===== config.mk =====
export PLATFORM = sky130hd
export DESIGN_NAME = muldiv_ctrl_flat
export DESIGN_NICKNAME = d
export VERILOG_FILES = /design/src/rtl/muldiv_pkg.sv /design/src/rtl/muldiv_ctrl_if.sv /design/src/rtl/muldiv_signfix.sv /design/src/rtl/muldiv_ctrl.sv /design/src/flat_wrapper.sv
export SDC_FILE = /design/constraint.sdc
export NUM_CORES = 1
export LEC_CHECK = 0
export ABC_AREA = 1
export CAP_MARGIN = 20
export CORE_ASPECT_RATIO = 1.1
export CORE_MARGIN = 2
export CORE_UTILIZATION = 45
export DETAILED_ROUTE_END_ITERATION = 10
export PLACE_DENSITY = 0.67
export SLEW_MARGIN = 20
export SYNTH_ARGS = -nofsm -noshare
export SYNTH_HDL_FRONTEND = slang
export SYNTH_SLANG_ARGS = --single-unit

===== constraint.sdc =====
create_clock -name clk -period 3.3 [get_ports clk]
set_input_delay 0.495 -clock clk [delete_from_list [all_inputs] [get_ports clk]]
set_output_delay 0.495 -clock clk [all_outputs]
set_load 0.03 [all_outputs]

===== src/rtl/muldiv_pkg.sv =====
// rtl/muldiv_pkg.sv - shared state type and constants for the multiply/divide sequencer
package muldiv_pkg;

  localparam int MULDIV_ITER = 32;

  localparam logic OP_MUL = 1'b0;
  localparam logic OP_DIV = 1'b1;

  typedef enum logic [1:0] {
    ST_IDLE = 2'd0,
    ST_CALC = 2'd1,
    ST_DONE = 2'd2
  } muldiv_state_e;

endpackage


===== src/rtl/muldiv_ctrl_if.sv =====
// rtl/muldiv_ctrl_if.sv - EXE-side request/result bundle of the multiply/divide sequencer
interface muldiv_ctrl_if #(
  parameter int WIDTH = muldiv_pkg::MULDIV_ITER
);
  logic             start;
  logic             op_div;
  logic             sign_op;
  logic [WIDTH-1:0] src1;
  logic [WIDTH-1:0] src2;
  logic             ack;
  logic             cancel;
  logic             busy;
  logic             done;
  logic [WIDTH-1:0] hi;
  logic [WIDTH-1:0] lo;

  modport master (
    output start, op_div, sign_op, src1, src2, ack, cancel,
    input  busy, done, hi, lo
  );

  modport slave (
    input  start, op_div, sign_op, src1, src2, ack, cancel,
    output busy, done, hi, lo
  );
endinterface


===== src/rtl/muldiv_signfix.sv =====
// rtl/muldiv_signfix.sv - conditional two's complement of a 64-bit value or of its two halves
module muldiv_signfix #(
  parameter int W = 32
) (
  input  logic           wide,
  input  logic           neg_hi,
  input  logic           neg_lo,
  input  logic [2*W-1:0] din,
  output logic [2*W-1:0] dout
);
  logic [2*W-1:0] neg_full;
  logic [W-1:0]   neg_h;
  logic [W-1:0]   neg_l;

  // wide mode negates the whole product on neg_hi; otherwise each half is handled on its own
  always_comb begin
    neg_full = -din;
    neg_h    = -din[2*W-1:W];
    neg_l    = -din[W-1:0];
    if (wide) begin
      dout = neg_hi ? neg_full : din;
    end else begin
      dout = {(neg_hi ? neg_h : din[2*W-1:W]), (neg_lo ? neg_l : din[W-1:0])};
    end
  end
endmodule


===== src/rtl/muldiv_ctrl.sv =====
// rtl/muldiv_ctrl.sv - multi-cycle shift-add multiplier / restoring divider for the EXE stage
module muldiv_ctrl
  import muldiv_pkg::*;
#(
  parameter int WIDTH = MULDIV_ITER
) (
  input logic          clk,
  input logic          reset,
  muldiv_ctrl_if.slave bus
);
  localparam int               CNT_W    = $clog2(WIDTH) + 1;
  localparam logic [CNT_W-1:0] CNT_LAST = CNT_W'(WIDTH - 1);

  muldiv_state_e      state_q, state_d;
  logic [CNT_W-1:0]   cnt_q, cnt_d;
  logic               op_q, op_d;
  logic               neg_quo_q, neg_quo_d;
  logic               neg_rem_q, neg_rem_d;
  logic               dz_q, dz_d;
  logic               busy_q, busy_d;
  logic               done_q, done_d;
  logic [WIDTH-1:0]   b_q, b_d;
  logic [WIDTH-1:0]   hi_q, hi_d;
  logic [WIDTH-1:0]   lo_q, lo_d;
  logic [2*WIDTH-1:0] acc_q, acc_d;

  logic [2*WIDTH-1:0] abs_ops;
  logic [2*WIDTH-1:0] step;
  logic [2*WIDTH-1:0] fixed;
  logic [WIDTH:0]     mul_sum;
  logic [WIDTH:0]     div_part;
  logic [WIDTH-1:0]   div_diff;
  logic               div_ge;

  muldiv_signfix #(.W(WIDTH)) u_abs (
    .wide   (1'b0),
    .neg_hi (bus.sign_op & bus.src1[WIDTH-1]),
    .neg_lo (bus.sign_op & bus.src2[WIDTH-1]),
    .din    ({bus.src1, bus.src2}),
    .dout   (abs_ops)
  );

  // acc holds {partial product, multiplier} or {partial remainder, dividend/quotient}
  always_comb begin
    mul_sum  = {1'b0, acc_q[2*WIDTH-1:WIDTH]} + (acc_q[0] ? {1'b0, b_q} : '0);
    div_part = acc_q[2*WIDTH-1:WIDTH-1];
    div_ge   = div_part >= {1'b0, b_q};
    div_diff = div_part[WIDTH-1:0] - b_q;
    if (op_q == OP_DIV) begin
      step = {(div_ge ? div_diff : div_part[WIDTH-1:0]), acc_q[WIDTH-2:0], div_ge};
    end else begin
      step = {mul_sum, acc_q[WIDTH-1:1]};
    end
  end

  muldiv_signfix #(.W(WIDTH)) u_fix (
    .wide   (op_q == OP_MUL),
    .neg_hi ((op_q == OP_DIV) ? neg_rem_q : neg_quo_q),
    .neg_lo (neg_quo_q),
    .din    (step),
    .dout   (fixed)
  );

  always_comb begin
    state_d   = state_q;
    cnt_d     = cnt_q;
    op_d      = op_q;
    neg_quo_d = neg_quo_q;
    neg_rem_d = neg_rem_q;
    dz_d      = dz_q;
    busy_d    = busy_q;
    done_d    = done_q;
    b_d       = b_q;
    hi_d      = hi_q;
    lo_d      = lo_q;
    acc_d     = acc_q;

    case (state_q)
      ST_IDLE: begin
        if (bus.start) begin
          op_d      = bus.op_div;
          neg_quo_d = bus.sign_op & (bus.src1[WIDTH-1] ^ bus.src2[WIDTH-1]);
          neg_rem_d = bus.sign_op & bus.src1[WIDTH-1];
          dz_d      = (bus.src2 == '0);
          acc_d     = {{WIDTH{1'b0}}, abs_ops[2*WIDTH-1:WIDTH]};
          b_d       = abs_ops[WIDTH-1:0];
          cnt_d     = '0;
          busy_d    = 1'b1;
          state_d   = ST_CALC;
        end
      end
      ST_CALC: begin
        acc_d = step;
        cnt_d = cnt_q + 1'b1;
        if (cnt_q == CNT_LAST) begin
          // A zero divisor leaves the dividend as remainder, so only the quotient needs forcing
          hi_d    = fixed[2*WIDTH-1:WIDTH];
          lo_d    = (op_q == OP_DIV && dz_q) ? '1 : fixed[WIDTH-1:0];
          cnt_d   = '0;
          busy_d  = 1'b0;
          done_d  = 1'b1;
          state_d = ST_DONE;
        end
      end
      ST_DONE: begin
        if (bus.ack) begin
          done_d  = 1'b0;
          state_d = ST_IDLE;
        end
      end
      default: begin
        busy_d  = 1'b0;
        done_d  = 1'b0;
        state_d = ST_IDLE;
      end
    endcase

    if (bus.cancel) begin
      state_d = ST_IDLE;
      cnt_d   = '0;
      busy_d  = 1'b0;
      done_d  = 1'b0;
      hi_d    = hi_q;
      lo_d    = lo_q;
    end
  end

  always_ff @(posedge clk) begin
    if (reset) begin
      state_q   <= ST_IDLE;
      cnt_q     <= '0;
      op_q      <= OP_MUL;
      neg_quo_q <= 1'b0;
      neg_rem_q <= 1'b0;
      dz_q      <= 1'b0;
      busy_q    <= 1'b0;
      done_q    <= 1'b0;
      b_q       <= '0;
      hi_q      <= '0;
      lo_q      <= '0;
      acc_q     <= '0;
    end else begin
      state_q   <= state_d;
      cnt_q     <= cnt_d;
      op_q      <= op_d;
      neg_quo_q <= neg_quo_d;
      neg_rem_q <= neg_rem_d;
      dz_q      <= dz_d;
      busy_q    <= busy_d;
      done_q    <= done_d;
      b_q       <= b_d;
      hi_q      <= hi_d;
      lo_q      <= lo_d;
      acc_q     <= acc_d;
    end
  end

  assign bus.busy = busy_q;
  assign bus.done = done_q;
  assign bus.hi   = hi_q;
  assign bus.lo   = lo_q;
endmodule


===== src/flat_wrapper.sv =====
// flat-port wrapper written by rule: the top's interface ports become plain ports
module muldiv_ctrl_flat import muldiv_pkg::*;
#(
  parameter int WIDTH = MULDIV_ITER
)
  (clk, reset, bus_start, bus_op_div, bus_sign_op, bus_src1, bus_src2, bus_ack, bus_cancel, bus_busy, bus_done, bus_hi, bus_lo);
  muldiv_ctrl_if #(.WIDTH(WIDTH)) bus_i ();
  input logic clk;
  input logic reset;
  input wire logic [$bits(bus_i.start)-1:0] bus_start;
  input wire logic [$bits(bus_i.op_div)-1:0] bus_op_div;
  input wire logic [$bits(bus_i.sign_op)-1:0] bus_sign_op;
  input wire logic [$bits(bus_i.src1)-1:0] bus_src1;
  input wire logic [$bits(bus_i.src2)-1:0] bus_src2;
  input wire logic [$bits(bus_i.ack)-1:0] bus_ack;
  input wire logic [$bits(bus_i.cancel)-1:0] bus_cancel;
  output wire logic [$bits(bus_i.busy)-1:0] bus_busy;
  output wire logic [$bits(bus_i.done)-1:0] bus_done;
  output wire logic [$bits(bus_i.hi)-1:0] bus_hi;
  output wire logic [$bits(bus_i.lo)-1:0] bus_lo;
  assign bus_i.start = bus_start;
  assign bus_i.op_div = bus_op_div;
  assign bus_i.sign_op = bus_sign_op;
  assign bus_i.src1 = bus_src1;
  assign bus_i.src2 = bus_src2;
  assign bus_i.ack = bus_ack;
  assign bus_i.cancel = bus_cancel;
  assign bus_busy = bus_i.busy;
  assign bus_done = bus_i.done;
  assign bus_hi = bus_i.hi;
  assign bus_lo = bus_i.lo;
  muldiv_ctrl #(.WIDTH(WIDTH)) u_core (.clk(clk), .reset(reset), .bus(bus_i));
endmodule

* Word level (Yosys, flattened, before mapping)
Cells that the tools add are included.
Widths: inputs -> output; s select.
** Word-level totals
- Flip-flop bits (word level) :: 174
- Bits of input ports :: 71
- Output and inout bits :: 66
- Logic and storage cells :: 71
** Cells by class
- Add/sub/neg operators :: 8
- Order comparisons :: 1
- Equality and inequality tests :: 6
- Muxes and demuxes :: 26
- Bitwise operators :: 7
- Reduce and logical (&&, ||, !) cells :: 11
** Operators by type and width (number)
- $mux 64 :: 4
- $mux 32 :: 7
- $neg 32->32 :: 4
- $pmux 64 s2 :: 1
- $neg 64->64 :: 1
- $add 32x33->33 :: 1
- $ge 33x32->1 :: 1
- $logic_not 32->1 :: 1
- $sub 32x32->32 :: 1
- $mux 6 :: 2
- $pmux 6 s2 :: 1
- $reduce_and 3->1 :: 4
- $add 6x1->6 const B :: 1
- $eq 6x5->1 const B :: 1
- $mux 2 :: 3
- $pmux 1 s3 :: 2
- $pmux 2 s3 :: 1
- $mux 1 :: 5
- $ne 2x2->1 const B :: 2
- $reduce_and 2->1 :: 2
- $and 1x1->1 :: 3
- $not 1->1 :: 3
- $eq 2x1->1 const B :: 1
- $eq 2x2->1 const B :: 1
- 6 further kinds :: 6

* Logic depth before layout (Yosys ltp)
Gate-level depths: netlist of run 1.
- Depth after elaboration :: 7
- Depth in mapped cells :: 35
- Depth with buffers taken out :: 33

* Hierarchy
Synthesis of run 1 repeated with hierarchy kept, for this count alone.
** Second synthesis, totals
- Cells, all modules :: 3328
- Area, all modules :: 18410.2 um^2
** By module, submodules not included
- muldiv_ctrl :: instances 1, cells each 2146, area an instance 13142.6 um^2, seq. area each 3483.3 um^2
- muldiv_signfix :: instances 2, cells each 591, area an instance 2633.8 um^2, seq. area each 0.0 um^2

* Worst setup path before layout of run 1
No wires, ideal clock.
- Path type :: reg2reg
- Start :: register u_core.acc_q[39]
- End :: register u_core.hi_q[22], in the netlist u_core.bus.hi[22]
- Library setup time :: 0.109 ns
- Arrival time :: 3.482 ns
- Required time :: 3.191 ns
- Setup slack :: -0.291 ns
- Cell stages (with the launch flop) :: 33
- Buffers on the path :: 1
- Period minus slack after synthesis :: 3.591 ns
- Cells stage by stage :: dfxtp_1 -> ha_1 -> nand2_2 -> inv_2 -> nand2_1 -> nand2_2 -> inv_2 -> nand3_2 -> nand2_2 -> nand2_2 -> nand2_2 -> nand2_4 -> nand2_4 -> buf_6 -> inv_2 -> nor2_2 -> ha_1 -> inv_1 -> nor2_1 -> nand3_1 -> nor3_4 -> nand4_1 -> nor2_1 -> nand3_1 -> o21ai_2 -> nor2_1 -> a21oi_2 -> nand2_2 -> nor2_2 -> xor2_1 -> nand2_1 -> nand2_1 -> inv_1
** On the way
- Cells in the longest elaborated chain, start to end :: 6
- Elaborated cells between the ends (all ways) :: 10
- Those cells by class :: add/sub (4); order compare (1); mux (5)
** RTL lines
- start: declaration :: line muldiv_ctrl.sv:25 : logic [2*WIDTH-1:0] acc_q, acc_d;
- start signal: assignment :: line muldiv_ctrl.sv:141 : acc_q <= '0;
- start signal: assignment :: line muldiv_ctrl.sv:154 : acc_q <= acc_d;
- $sub 32x32->32 / $ge 33x32->1 (equally long branches) :: line muldiv_ctrl.sv:48, muldiv_ctrl.sv:47
- $mux 32 :: line muldiv_ctrl.sv:50 : step = {(div_ge ? div_diff : div_part[WIDTH-1:0]), acc_q[WIDTH-2:0], div_ge};
- $mux 64 * :: line muldiv_ctrl.sv:49 : if (op_q == OP_DIV) begin
- $neg 64->64 / $neg 32->32 (equally long branches) :: line muldiv_signfix.sv:17, muldiv_signfix.sv:18
- $mux 64 / $mux 32 (equally long branches) :: line muldiv_signfix.sv:21, muldiv_signfix.sv:23
- $mux 64 * :: line muldiv_signfix.sv:20 : if (wide) begin
- end signal: assignment :: line muldiv_ctrl.sv:152 : hi_q <= hi_d;
- end: declaration :: line muldiv_ctrl.sv:23 : logic [WIDTH-1:0] hi_q, hi_d;
Every way passes the cells marked *; elsewhere a longest branch is shown, timed or not.
A chain may end at the register's enable or synchronous reset.

* Final worst setup path of run 1
- Start :: register u_core.b_q[2]
- End :: register u_core.hi_q[28], in the netlist u_core.bus.hi[28]
** On the way
- Cells in the longest elaborated chain, start to end :: 6
- Elaborated cells between the ends (all ways) :: 11
- Those cells by class :: add/sub (4); order compare (1); mux (6)
** RTL lines
- start: declaration :: line muldiv_ctrl.sv:22 : logic [WIDTH-1:0] b_q, b_d;
- start signal: assignment :: line muldiv_ctrl.sv:138 : b_q <= '0;
- start signal: assignment :: line muldiv_ctrl.sv:151 : b_q <= b_d;
- $mux 32, or another cell as far along :: line muldiv_ctrl.sv:45 : mul_sum = {1'b0, acc_q[2*WIDTH-1:WIDTH]} + (acc_q[0] ? {1'b0, b_q} : '0);
- $add 32x33->33 / $mux 32 (equally long branches) :: line muldiv_ctrl.sv:45, muldiv_ctrl.sv:50
- $mux 64 * :: line muldiv_ctrl.sv:49
- $neg 64->64 / $neg 32->32 (equally long branches) :: line muldiv_signfix.sv:17, muldiv_signfix.sv:18
- $mux 64 / $mux 32 (equally long branches) :: line muldiv_signfix.sv:21, muldiv_signfix.sv:23
- $mux 64 * :: line muldiv_signfix.sv:20
Marked as above.

==> impl_results.md, run 1 <==
* Crit end category: flip-flop
* Core Footprint at about 36000 um2
* Overflow after GRT at 0
* Via Count at about 21000
* Cell taking the most area after synthesis: sky130_fd_sc_hd__dfxtp_1
* Inserted Diodes at 0
* Average wire per standard cell at 18.8 um
* Commonest cells after routing, fill and taps aside: sky130_fd_sc_hd__nand2_1 (851), sky130_fd_sc_hd__buf_4 (478), sky130_fd_sc_hd__inv_1 (363)
* Switching power summed over all nets at 2.86 mW
* CTS Buffer Depth at 2
* Post-synthesis sequential element count at between 150 and 200
* Last weighted congestion value of the routability-driven placer at around 1.0
* Utilization after layout at between 60% and 70%
* Effective utilization at floorplan at 45.7%
* Total clock buffers created by CTS at 17
* Detailed-router iteration count before antenna repair at 6
* PnR worst setup slack at -469 ps
* Clock-pin slew on the worst setup and hold paths at 70 ps
* Antenna Violating Nets Remaining at 0
* Cell area power density at about 320 nW/um2
* Final period util at 114%
* Fraction of registers with async set or reset after synthesis at 0%
* Proportion of power drawn by the clock network at 30.1%
* Fraction of layout instances using a drive strength above 1 at 26.9%
* Critical path class: reg -> reg
* Transition time of the tightest slew-check pin at 917 ps
* Number of placement rows at 73
* Detailed Place HPWL at 57700 um
* Gate count after technology mapping at 2893
* Synthesis-to-finish area growth at 44.9%
* Final setup viols at 30
* Synth top area share at 21.1%
* Launching element type of the critical path: flip-flop
* Total number of clock tree sinks at 174
* Flop pwr share at 29.4%
* Cell seen most often among critical-path stages: sky130_fd_sc_hd__nand2_2
* Fraction of the yosys area taken by sequential cells at 21.1%
* Crit Reg-Reg Startpoint: u_core.b_q[2]
* Global-route wire length before repair at ~110000 um
* VDD IR-drop max at between 0.4 and 0.5 mV
* Internal reg-to-reg setup slack at -470 ps
* Clock tree from TritonCTS: built
* Critical path's largest stage delay at 340 ps
* Per-cell via count in the routed design at 5.44
* Share of total power in combinational logic at 40.5%
* Number of maximum-capacitance violations at 0
* Cell with the biggest individual delay on the critical path: sky130_fd_sc_hd__dfxtp_2
* Clk Tree Root Cell: sky130_fd_sc_hd__clkbuf_16
* Prevailing post-synth register cell: sky130_fd_sc_hd__dfxtp_1
* Final Power at 7.61 mW
* Worst path required time at roughly 3700 ps
* Residual DRC at 0
* Number of enable-type register cells in the synthesized netlist at 0
* Static Leakage at 11.7 nW
* Top-level I/O count at 137
* Setup repair after global routing missed its margin: true
* Number of distinct standard cells referenced by the synthesized netlist at 60
* YS warnings at 0
* Fin crit period at 3770 ps
* Violations in the final reports: negative setup slack
* End of the worst register-to-register path: u_core.bus.hi[28]
* Largest net degree at the start of global routing at 96
* Crit path max-delay family: simple AND/OR/NAND/NOR gates
* Number of global-route vias before repair at 20900
* Kind of path behind the tightest hold check: reg -> reg
* Most common cell after layout, fill and taps aside: sky130_fd_sc_hd__nand2_1
* CP arrival at between 4000 and 5000 ps
* Total routing usage reported by global routing at 37.9%
* Count of nets after finishing at between 3000 and 4000
* Horizontal die dimension at 187 um
* Fmax at 0.265 GHz
* Syn avg cell area at 5.71 um2
* Number of buffers inserted by port buffering at 136
* Setup crit end: u_core.bus.hi[28]
* Timing startpoint of the critical path: u_core.b_q[2]
* Count of cells along the worst register-to-register path at 35
* Drt first-iter violations at around 1800
* Crit path buf inv count at 7
* Area contributors post-synth: sky130_fd_sc_hd__dfxtp_1 (21%), sky130_fd_sc_hd__nand2_1 (21%), sky130_fd_sc_hd__inv_1 (8.9%), sky130_fd_sc_hd__nor2_1 (7.1%), sky130_fd_sc_hd__a21oi_1 (5.6%)
* Slew Viols, Final at 0
* Fin. Hold Viols at 0
* Post-synthesis cell area at 16500 um2
* Initial antenna violation count at 0
* Cell-internal power at 4.75 mW
* Net switching share of the total power at 37.6%
* Clock Skews at 11.6 ps
* Aggregate routed wire length at 74300 um
* Number of H-tree levels at 4
* Highest net fanout along the worst path at 6
* Die H at 205 um
* Worst skew pair latency at approximately 480 ps
* Worst slew slack as a fraction of its limit at 38.8%
* Run status: finished, violations left
* Nets in the synthesized netlist at 3035
* Die area at 38300 um2
* Levels on crit path at 35
flip-flops by register name, summed over array words and instances, names as in the netlist:
| name | cells |
|---|---|
| u_core.acc_q | 64 |
| u_core.b_q | 32 |
| u_core.bus.hi | 32 |
| u_core.bus.lo | 32 |
| u_core.cnt_q | 6 |
| u_core.state_q | 2 |
| u_core.bus.busy | 1 |
| u_core.bus.done | 1 |
| u_core.dz_q | 1 |
| u_core.neg_quo_q | 1 |
| u_core.neg_rem_q | 1 |
| u_core.op_q | 1 |
synth_stat cells, drive strengths merged, types with 33 or more instances:
cell type	n
nor2	341
clkbuf	65
buf	37
ha	69
a31oi	33
a21oi	188
xor2	53
dfxtp	174
nand3	177
o21ai	188
inv	401
nor3	48
nand2	940
nand4	42
xnor2	34
power by group through the flow:
stage | registers [mW] | clock network [mW] | logic (mW)
final | 2.24 | 2.29 | 3.08
after global routing | 2.25 | 2.39 | 3.31
after CTS | 2.23 | 2.31 | 2.84
after detailed placement | 2.28 | 0 | 2.61
after global placement | 2.27 | 0 | 2.59
after floorplan | 2.26 | 0 | 1.40
worst min-delay path by stage:
| stage | startpoint | to | cells after the start |
|---|---|---|---|
| finish | u_core.bus.lo[30] | u_core.bus.lo[30] | 2 |
| global route | u_core.acc_q[11] | u_core.acc_q[11] | 2 |
| CTS | u_core.bus.lo[30] | u_core.bus.lo[30] | 2 |
| detailed placement | u_core.bus.lo[30] | u_core.bus.lo[30] | 2 |
| global placement | u_core.cnt_q[2] | u_core.cnt_q[2] | 2 |
| floorplan | u_core.dz_q | u_core.dz_q | 2 |
cell families after synthesis:
group	synth area share (%)
and+or+nand+nor	41.1
buffers and inverters	12.4
AOI/OAI and AO/OA	15.3
DFF	21.1
xor gates and xnor gates	4.61
adders and majority gates	5.47
stage by stage:
stage / area (um2) / std cells / setup slack (ps) / TNS (ps) / hold WS, ps
after floorplan: 16600 / 2893 / -251 / -1040 / 445
after global placement: 21500 / 3862 / -600 / -10400 / 473
after detailed placement: 21500 / 3862 / -676 / -13580 / 474
after CTS: 23100 / 3918 / -340 / -5230 / 484
after global routing: 23900 / 3943 / -793 / -18200 / 509
final: 23900 / 3943 / -469 / -8650 / 486
routing by layer:
| layer | global-route usage [%] | share of wire (%) |
|---|---|---|
| met1 | 42.7 | 39 |
| met2 | 66.1 | 48 |
| met3 | 4.56 | 5.6 |
| met4 | 28.2 | 8.0 |
| met5 | 0 | 0 |
final cells by class:
type | count | area [um2]
fillers | 3369 | 12200
clock inverters | 14 | 201
clock buffers | 18 | 439
inverters | 403 | 1520
flip-flops and latches | 174 | 3540
multi-input cells | 2214 | 12400
repair buffers | 633 | 5220
well taps | 487 | 609
tightest hold or removal path, cell delays in order, from the launching register on:
cell,delay [ps]
sky130_fd_sc_hd__dfxtp_1,320
sky130_fd_sc_hd__nand2_1,60
sky130_fd_sc_hd__a21oi_1,50
repair_timing:
action                                  in CTS  in global routing
buffers inserted                            27                 26
resized for setup                          171                197
pin swaps                                   43                 73
cloned                                       0                  1
hold buffers                                 0                  0
endpoints found under the hold margin        0                  0
endpoints found under the setup margin      40                 42
(Power assumes the default switching activity.)
==> run 2: changes to the inputs <==
CORE_ASPECT_RATIO = 1.2   (was 1.1)
==> run 2 against run 1 <==
The flow still finishes with violations (negative setup slack); global-route usage rose by 2.2 points; wire length grew 4.9%; clock skew increased by 8.4 ps; utilization is 1.3 points higher; hold slack got worse by 260 ps; die area hardly changed; critical path depth down 6; design area grew 1.6%; critical path type unchanged; critical endpoint is now u_core.bus.hi[18]; largest cell class unchanged.
==> impl_results.md, run 2 (synthesized netlist as in run 1, its figures left out) <==
* Worst skew pair latency at 490 ps (was 480 ps)
* Crit path max-delay family: simple AND/OR/NAND/NOR gates (unchanged)
* Global-route wire length before repair at 117000 um (was 112000 um)
* Crit Reg-Reg Startpoint: u_core.b_q[2] (unchanged)
* Highest net fanout along the worst path at 3 (was 6)
* Die area at 38300 um2 (about the same)
* Top-level I/O count at 137 (unchanged)
* Source of the worst hold timing path: reset (was u_core.bus.lo[30])
* Static Leakage at 11.9 nW (was 11.7 nW)
* Average wire per standard cell at 19.8 um (was 18.8 um)
* Number of buffers inserted by port buffering at 136 (unchanged)
* Via Count at 21700 (was 21400)
* Number of H-tree levels at 4 (unchanged)
* Clk Tree Root Cell: sky130_fd_sc_hd__clkbuf_16 (unchanged)
* Total number of clock tree sinks at 174 (unchanged)
* Fin. Hold Viols at 0 (unchanged)
* Per-cell via count in the routed design at 5.49 (was 5.44)
* Initial antenna violation count at 4 (was 0)
* Antenna Violating Nets Remaining at 0 (unchanged)
* Overflow after GRT at 0 (unchanged)
* Cell area power density at 311 nW/um2 (was 318 nW/um2)
* Violations in the final reports: negative setup slack (unchanged)
* Commonest cells after routing, fill and taps aside: sky130_fd_sc_hd__nand2_1 (834), sky130_fd_sc_hd__buf_4 (496), sky130_fd_sc_hd__inv_1 (366) (was sky130_fd_sc_hd__nand2_1 (851), sky130_fd_sc_hd__buf_4 (478), sky130_fd_sc_hd__inv_1 (363))
* Core Footprint at 36000 um2 (was 36200 um2)
* Cell with the biggest individual delay on the critical path: sky130_fd_sc_hd__dfxtp_2 (unchanged)
* Largest net degree at the start of global routing at 96 (unchanged)
* Fmax at 0.272 GHz (was 0.265 GHz)
* Final period util at 111% (was 114%)
* CTS Buffer Depth at 2 (unchanged)
* Worst slew slack as a fraction of its limit at 41.1% (was 38.8%)
* Fraction of layout instances using a drive strength above 1 at 27.6% (was 26.9%)
* Final Instance Area at 24300 um2 (was 23900 um2)
* Detailed Place HPWL at 60900 um (was 57700 um)
* Effective utilization at floorplan at 45.9% (was 45.7%)
* Total clock buffers created by CTS at 17 (unchanged)
* Crit path buf inv count at 5 (was 7)
* Transition time of the tightest slew-check pin at 883 ps (was 917 ps)
* Count of nets after finishing at 3606 (was 3585)
* Launching element type of the critical path: flip-flop (unchanged)
* Critical path class: reg -> reg (unchanged)
* Total routing usage reported by global routing at 40.1% (was 37.9%)
* Max reg flops at 64 (unchanged)
* Clock-pin slew on the worst setup and hold paths at 70 ps (about the same)
* Clock Skews at 20.0 ps (was 11.6 ps)
* Internal reg-to-reg setup slack at -370 ps (was -470 ps)
* Slew Viols, Final at 0 (unchanged)
* Standard cell area after detailed placement at 21700 um2 (was 21500 um2)
* Synthesis-to-finish area growth at 47.3% (was 44.9%)
* Worst path required time at 3680 ps (about the same)
* Run status: finished, violations left (unchanged)
* Number of placement rows at 76 (was 73)
* Register with the most flip-flops: u_core.acc_q (unchanged)
* Critical path's largest stage delay at 360 ps (was 340 ps)
* Kind of path behind the tightest hold check: in -> reg (was reg -> reg)
* Clock tree from TritonCTS: built (unchanged)
* Sum of negative setup slack at -4320 ps (was -8650 ps)
* Timing startpoint of the critical path: u_core.b_q[2] (unchanged)
* Horizontal die dimension at 179 um (was 187 um)
* Fin crit period at 3670 ps (was 3770 ps)
* Crit end category: flip-flop (unchanged)
* Last weighted congestion value of the routability-driven placer at 1.06 (was 1.03)
* Residual DRC at 0 (unchanged)
* VDD IR-drop max at 0.460 mV (was 0.421 mV)
* Final setup viols at 25 (was 30)
* Most common cell after layout, fill and taps aside: sky130_fd_sc_hd__nand2_1 (unchanged)
* Aggregate routed wire length at 78000 um (was 74300 um)
* PnR worst setup slack at -371 ps (was -469 ps)
* Drt first-iter violations at 1637 (was 1825)
* CP arrival at 4050 ps (was 4150 ps)
* Setup repair after global routing missed its margin: true (unchanged)
* Worst slack, placed at -565 ps (was -676 ps)
* Number of global-route vias before repair at 21300 (was 20900)
* Die H at 214 um (was 205 um)
* Detailed-router iteration count before antenna repair at 6 (unchanged)
* Number of maximum-capacitance violations at 0 (unchanged)
-- run 2: worst reg2reg max path, delay by kind of cell (launching register included) --
family	cells	cell delay, ps
AND/OR/NAND/NOR	19	2130
adder cells (fa/ha/maj)	2	400
flip-flops	1	360
AO/OA/AOI/OAI	3	360
buffers and inverters	5	330
-- run 2: final cells by class --
type / count / area, um2
timing repair buffer: 654 / 5440
sequential: 174 / 3520
fill: 3312 / 11700
clock inverter: 14 / 176
clock buffer: 18 / 439
tap: 468 / 586
antenna: 2 / 5.00
inverter: 403 / 1520
multi-input combinational: 2214 / 12600
-- run 2: where the power goes --
part	total [mW]	switching [mW]	internal (mW)	leakage, nW
Clock	2.22	1.00	1.22	0.298
Sequential	2.24	0.0562	2.18	1.43
Combinational	3.12	1.85	1.26	10.2
-- run 2: final timing paths --
check	end	cells after the start
worst max register to register	u_core.bus.hi[18]	29
worst min-delay path	u_core.acc_q[15]	2
worst max-delay path	u_core.bus.hi[18]	29
worst min register to register	u_core.acc_q[21]	2
-- run 2: timing repair --
action                                  CTS  global route
pin swaps                                39            82
cloned                                    1             0
hold buffers                              0             0
resized for setup                       118           299
endpoints found under the setup margin   41            52
buffers inserted                         20            28
-- run 2: metal layers --
layer  up-vias  share of wire (%)  track usage [%]
met3       367                6.2             7.40
met4         2                 10             33.0
li1      10400                  -                -
met2       973                 48             68.9
met1      9897                 36             41.8
met5         -              0.017                0
-- run 2: per-stage QoR --
stage	hold WS [ps]	power, mW	util [%]	std cells
floorplan	445	3.67	-	2893
global placement	470	4.92	60.2	3874
detailed placement	476	4.95	60.2	3874
CTS	210	7.30	64.0	3926
global route	230	7.89	67.5	3947
finish	226	7.58	67.5	3947
